--- src/rtl/sign_extend_pkg.sv ---
// Shared definitions for the immediate-extension unit.
//   ext_mode_t : extension mode encodings (sign, zero, upper, reserved)
//   IMM_W      : default instruction immediate width
//   WORD_W     : default datapath word width
package sign_extend_pkg;

  localparam int unsigned IMM_W  = 16;
  localparam int unsigned WORD_W = 32;

  typedef enum logic [1:0] {
    EXT_SIGN  = 2'b00,
    EXT_ZERO  = 2'b01,
    EXT_UPPER = 2'b10,
    EXT_RSVD  = 2'b11
  } ext_mode_t;

endpackage : sign_extend_pkg

--- src/rtl/sign_extend_ext_core.sv ---
// ext_core: combinational mode mux that widens an IN_W immediate to OUT_W bits.
// Ports:
//   input_data  in  IN_W   immediate field
//   ext_mode    in  2      00 sign, 01 zero, 10 upper, 11 reserved (as sign)
//   output_data out OUT_W  extended result, combinational
module ext_core
  import sign_extend_pkg::*;
#(
  parameter int unsigned IN_W  = IMM_W,
  parameter int unsigned OUT_W = WORD_W
) (
  input  logic [IN_W-1:0]  input_data,
  input  logic [1:0]       ext_mode,
  output logic [OUT_W-1:0] output_data
);

  localparam int unsigned EXT_W = OUT_W - IN_W;

  ext_mode_t mode;

  assign mode = ext_mode_t'(ext_mode);

  // Mode select; reserved encoding deliberately falls through to sign extension.
  always_comb begin
    output_data = {{EXT_W{input_data[IN_W-1]}}, input_data};
    case (mode)
      EXT_ZERO:  output_data = {{EXT_W{1'b0}}, input_data};
      EXT_UPPER: output_data = {input_data, {EXT_W{1'b0}}};
      default:   output_data = {{EXT_W{input_data[IN_W-1]}}, input_data};
    endcase
  end

endmodule : ext_core

--- src/rtl/sign_extend.sv ---
// sign_extend: immediate-extension unit of the multicycle datapath.
// Combinational result for the ALU-B mux plus a registered copy that holds the
// immediate across decode -> execute/branch states.
// Optional feature macro: SIGN_EXTEND_SHIFT2_EN adds branch_off (result << 2)
// and an internal registered copy of it.
// Ports:
//   clk          in   1      system clock, rising edge
//   reset        in   1      synchronous, active-high reset
//   input_data   in   IN_W   immediate field from instruction register
//   ext_mode     in   2      00 sign, 01 zero, 10 upper, 11 reserved (as 00)
//   load_en      in   1      capture current result into output_reg
//   output_data  out  OUT_W  combinational extension result
//   output_reg   out  OUT_W  registered extension result
//   branch_off   out  OUT_W  output_data << 2 (only with SIGN_EXTEND_SHIFT2_EN)
module sign_extend
  import sign_extend_pkg::*;
#(
  parameter int unsigned IN_W  = IMM_W,
  parameter int unsigned OUT_W = WORD_W
) (
  input  logic             clk,
  input  logic             reset,
  input  logic [IN_W-1:0]  input_data,
  input  logic [1:0]       ext_mode,
  input  logic             load_en,
  output logic [OUT_W-1:0] output_data,
  output logic [OUT_W-1:0] output_reg
`ifdef SIGN_EXTEND_SHIFT2_EN
  ,
  output logic [OUT_W-1:0] branch_off
`endif
);

  ext_core #(
    .IN_W  (IN_W),
    .OUT_W (OUT_W)
  ) u_ext_core (
    .input_data  (input_data),
    .ext_mode    (ext_mode),
    .output_data (output_data)
  );

  // Holding register; reset wins over load_en.
  always_ff @(posedge clk) begin
    if (reset) begin
      output_reg <= '0;
    end else if (load_en) begin
      output_reg <= output_data;
    end
  end

`ifdef SIGN_EXTEND_SHIFT2_EN
  logic [OUT_W-1:0] branch_off_reg;

  // Word offset to byte offset for branch targets.
  assign branch_off = {output_data[OUT_W-3:0], 2'b00};

  // Registered branch offset, same reset/load rules as output_reg.
  always_ff @(posedge clk) begin
    if (reset) begin
      branch_off_reg <= '0;
    end else if (load_en) begin
      branch_off_reg <= branch_off;
    end
  end
`endif

endmodule : sign_extend

--- config.mk ---
export PLATFORM = sky130hd
export DESIGN_NAME = sign_extend
export DESIGN_NICKNAME = d
export VERILOG_FILES = /design/src/rtl/sign_extend_pkg.sv /design/src/rtl/sign_extend_ext_core.sv /design/src/rtl/sign_extend.sv
export SDC_FILE = /design/constraint.sdc
export NUM_CORES = 1
export LEC_CHECK = 0
export CAP_MARGIN = 10
export CORE_MARGIN = 2
export CORE_UTILIZATION = 35
export DETAILED_ROUTE_END_ITERATION = 10
export PLACE_DENSITY = 0.75
export SLEW_MARGIN = 5
export SYNTH_ARGS = -nofsm -noshare
export SYNTH_HDL_FRONTEND = slang
export SYNTH_SLANG_ARGS = --single-unit
--- constraint.sdc ---
create_clock -name clk -period 1.4 [get_ports clk]
set_clock_uncertainty 0.1 [all_clocks]
set_input_delay 0.14 -clock clk [delete_from_list [all_inputs] [get_ports clk]]
set_output_delay 0.14 -clock clk [all_outputs]
set_load 0.005 [all_outputs]
Word level (Yosys, flattened, before mapping)
Index checks and enable logic that the tools add are counted.
Widths: inputs -> output; s select.
{"block": "op_classes", "n_addsub": 0, "n_mul": 0, "div": 0, "order_cmp": 0, "eq_ne": 2, "n_shift": 0, "muxes": 1, "bitwise": 0, "n_reduce_logical": 0}
{"operator": "$pmux 32 s2", "count": 1}
{"operator": "$eq 2x1->1 const B", "count": 1}
{"operator": "$eq 2x2->1 const B", "count": 1}
{"block": "word_totals", "ff_bits": 32, "latchBits": 0, "mem_bits_rw": 0, "rom_bits": 0, "inputBits": 21, "out_inout_bits": 64, "elab_cells": 4, "mem_count": 0}

Longest topological paths before layout
{"block": "depth", "word_depth": 2, "mapped_depth": 6, "mapped_depth_nobuf": 4}

Cells and area by module
From an unflattened synthesis, not the netlist that was laid out.
{"block": "hier_totals", "cells_unflattened": 146, "hier_area_um2": 1485.2}
{"mod": "sign_extend", "n_inst": 1, "cells_per_inst": 103, "area_per_inst_um2": 1163.6, "seq_area_each_um2": 640.6}
{"mod": "ext_core", "n_inst": 1, "cells_per_inst": 43, "area_per_inst_um2": 321.6, "seq_area_each_um2": 0.0}

Least setup slack after synthesis
Ideal clock, no wire load.
{"block": "synth_path", "path_kind": "input-to-output", "from": "input ext_mode[0]", "to": "output output_data[8]", "arrival_ns": 1.125, "required_time_ns": 1.160, "slack_ns": 0.035, "path_stages": 6, "n_path_buf": 2, "cell_sequence": "inv_1 ha_1 buf_6 nor2_4 buf_2 and2b_1"}
{"block": "synth_via", "elab_chain_cells": 2, "elab_cells_between_ends": 3, "cone_classes": "2 x eq/ne; 1 x mux"}
{"element": "start: declaration", "line_no": "sign_extend.sv:24", "source": "input logic [1:0] ext_mode,"}
{"element": "$eq 2x2->1 or $eq 2x1->1 (tied branches)", "line_no": "sign_extend_ext_core.sv:26", "source": "case (mode)"}
{"element": "$pmux 32 s2 *", "line_no": "sign_extend_ext_core.sv:26"}
{"element": "end: declaration", "line_no": "sign_extend.sv:26", "source": "output logic [OUT_W-1:0] output_data,"}
Every way passes the cells marked *; elsewhere a longest branch is shown, timed or not.

Worst setup path in the final report
{"block": "layout_path", "from": "input ext_mode[0]", "to": "output output_data[25]"}
Same word-level chain as after synthesis.

==> impl_metrics.ini <==
[power_and_ir_drop]
powerDensity_nw_per_um2 = 852
peakVddDrop_v = 0.000511
switchingPower_uw = 683
p_int_uw = 1800
seqPwrFrac = 0.401
leakage_uw = 0.00134
switching_share = 0.275
clock_power_share = 0.292
power_frac_comb = 0.307

[synthesis]
yosysWarnings = 0
postSynthCellCount = 186
synth_seq_cells = 32
syn-cell-area_um2 = 1620
avgSynthCellArea_um2 = 8.72
ys_seq_area_frac = 0.395
yosysUniqueCellTypes = 21
syn_nets = 209

[final_layout]
drive_gt1_frac = 0.314
nets = 334
largest_reg_flops = 32
postLayoutCoreUtil = 0.661
syn2layout_area_growth_pct = 80.0
diodes = 0
fillerInstances = 377

[route]
drt-vias-per-instance = 5.03
ant_nets = 0
drc = 0
wire_per_inst_um = 14.7
dr.first_iter.drc_count = 48
dr.pass1.iters = 4
vias = 1830
routed_wl_um = 5360

[global_routing]
track_usage = 0.213
grt_pass1_wl_um = 8580
grt_max_degree = 33
grt-ovfl-total = 0
antenna_found_initial = 0
grt_pass1_vias = 1779

[place]
dp_slack_ps = -896
place_congestion = 0.782
numPortBuffers = 84
hpwl_um = 3660

[worst_setup_path]
crit_path_start = ext_mode[0]
crit_required_ps = 1160
path_delay_family = buffers and inverters
critPathMaxFanout = 8
arrival_ps = 1140
worst_setup_path_end_kind = output port
criticalPathCategory = in2out
cp_slowest_cell = ha_4
critical_path_buf_inv_count = 5
cp-start-kind = input port
worstPathCellList = buf_8 -> inv_4 -> ha_4 -> buf_6 -> buf_4 -> nand3b_1 -> nand2_1 -> buf_2
r2r-start = output_reg[29]
slowest_delay_ps = 290

[floorplanning]
ios = 85
die_h_um = 72.1
coreArea_um2 = 4410
fp.dieW_um = 72.1
dieArea_um2 = 5190
start_util = 0.367
row_count = 24

[run_status]
status = completed

[hold_path]
min-delay-path-class = in2reg
hold_start = input_data[8]

[cts]
path_clk_slew_ps = 60
clock-root-buffer = clkbuf_8
cts_max_path_buffers = 2
clock_latency_ps = 280
cts_tree = done
cts.sinks = 32
numCtsBuffers = 5
htreeDepth = 2

[sta]
setup_viol = 0
layout_setup_ws_ps = 18.0
slew_viol_final = 0
max_slew_margin = 0.848
grt_setup_unrepaired = true
fmax_ghz = 0.724
holdWs_ps = 161
worstMarginPinSlew_ps = 227
period_needed_ps = 1380
post-route-period-util = 0.987
hold_viol = 0

[job]
maxCapViolCount = 0
layer usage:
layer  share of wire  up-vias  track usage
li1                -      895            -
met1            0.41      837        0.251
met2            0.48       84        0.357
met3           0.076       14       0.0500
met4           0.030        0        0.111
met5               0        -            0
cell usage in the layout (no fill, tap or decap), types with 2 or more instances in the layout:
cell type	instances
dlymetal6s2s_1	7
nand2b_1	17
clkdlybuf4s50_1	42
clkbuf_8	6
a21oi_1	17
clkinv_2	2
buf_4	42
nor2_1	15
ha_4	2
nor2_4	2
buf_12	4
clkdlybuf4s15_1	5
dlygate4sd2_1	6
o211ai_1	17
and2b_1	2
buf_2	16
buf_8	2
nand3b_1	14
a211oi_1	12
nand2_1	15
buf_6	6
clkbuf_2	6
dfxtp_1	30
a211oi_2	3
dfxtp_2	2
nor2b_1	13
final cells by class:
cell class              count  area (um2)  area share
multi-input cells         134         895       0.306
repair buffers            136        1210       0.416
inverters                   2        10.0     0.00343
clock inverters             2        10.0     0.00343
well taps                  52        65.1      0.0223
flip-flops and latches     32         643       0.220
clock buffers               6        82.6      0.0283
worst paths after layout:
path	end	slack, ps	cells after the start
max	output_data[25]	20	8
min	output_reg[8]	160	3
max reg2reg	output_reg[29]	590	2
min reg2reg	output_reg[13]	370	2
power groups by stage:
stage	Sequential, uW	Combinational [uW]	Clock, uW
2_1_floorplan	1020	287	0
3_3_place_gp	1020	756	0
3_5_place_dp	1020	766	0
4_1_cts	996	780	740
5_1_grt	1000	826	782
6_report	997	763	727
cells by family (layout without fill, tap and decap cells):
logic type / after synthesis / count (layout) / synth area share
compound gates: 51 / 51 / 0.226
fa+ha+maj: 2 / 2 / 0.0154
buf+inv: 21 / 146 / 0.0787
flops: 32 / 32 / 0.395
simple gates: 80 / 81 / 0.285
synth_stat cells:
library cell,instances,area share
nand2b_1,17,0.066
nand3b_1,14,0.065
a211oi_1,12,0.056
nand2_1,16,0.037
buf_2,9,0.028
dfxtp_1,32,0.40
clkbuf_1,4,0.0093
and2b_1,2,0.0093
nor2b_1,14,0.054
o211ai_1,17,0.079
nor2_4,1,0.0069
inv_1,2,0.0046
ha_1,2,0.015
a21boi_4,1,0.012
buf_6,4,0.028
buf_4,2,0.0093
a211oi_2,3,0.023
o21a_1,1,0.0046
nand3b_4,1,0.012
nor2_1,15,0.035
a21oi_1,17,0.052
through the flow:
stage	power (uW)	instances	instance area (um2)	TNS, ps
after global placement	1770	339	2730	-40300
after CTS	2520	365	2960	0
final	2490	364	2920	0
after detailed placement	1780	339	2730	-43110
after global routing	2610	364	2920	-40.5
after floorplan	1310	186	1620	0
worst reg2reg max path, stage by stage, from the launching register on:
cell      delay (ps)
dfxtp_1          340
nor2_1            40
a211oi_1         240
repair_timing:
action	in CTS	in global routing
hold buffers	0	0
gates cloned	1	0
endpoints found under the setup margin	64	28
buffers inserted	19	1
resized for setup	110	26
pin swaps	11	7
hold endpoints to repair	0	0
No activity file was read; power rests on OpenSTA's default activity.
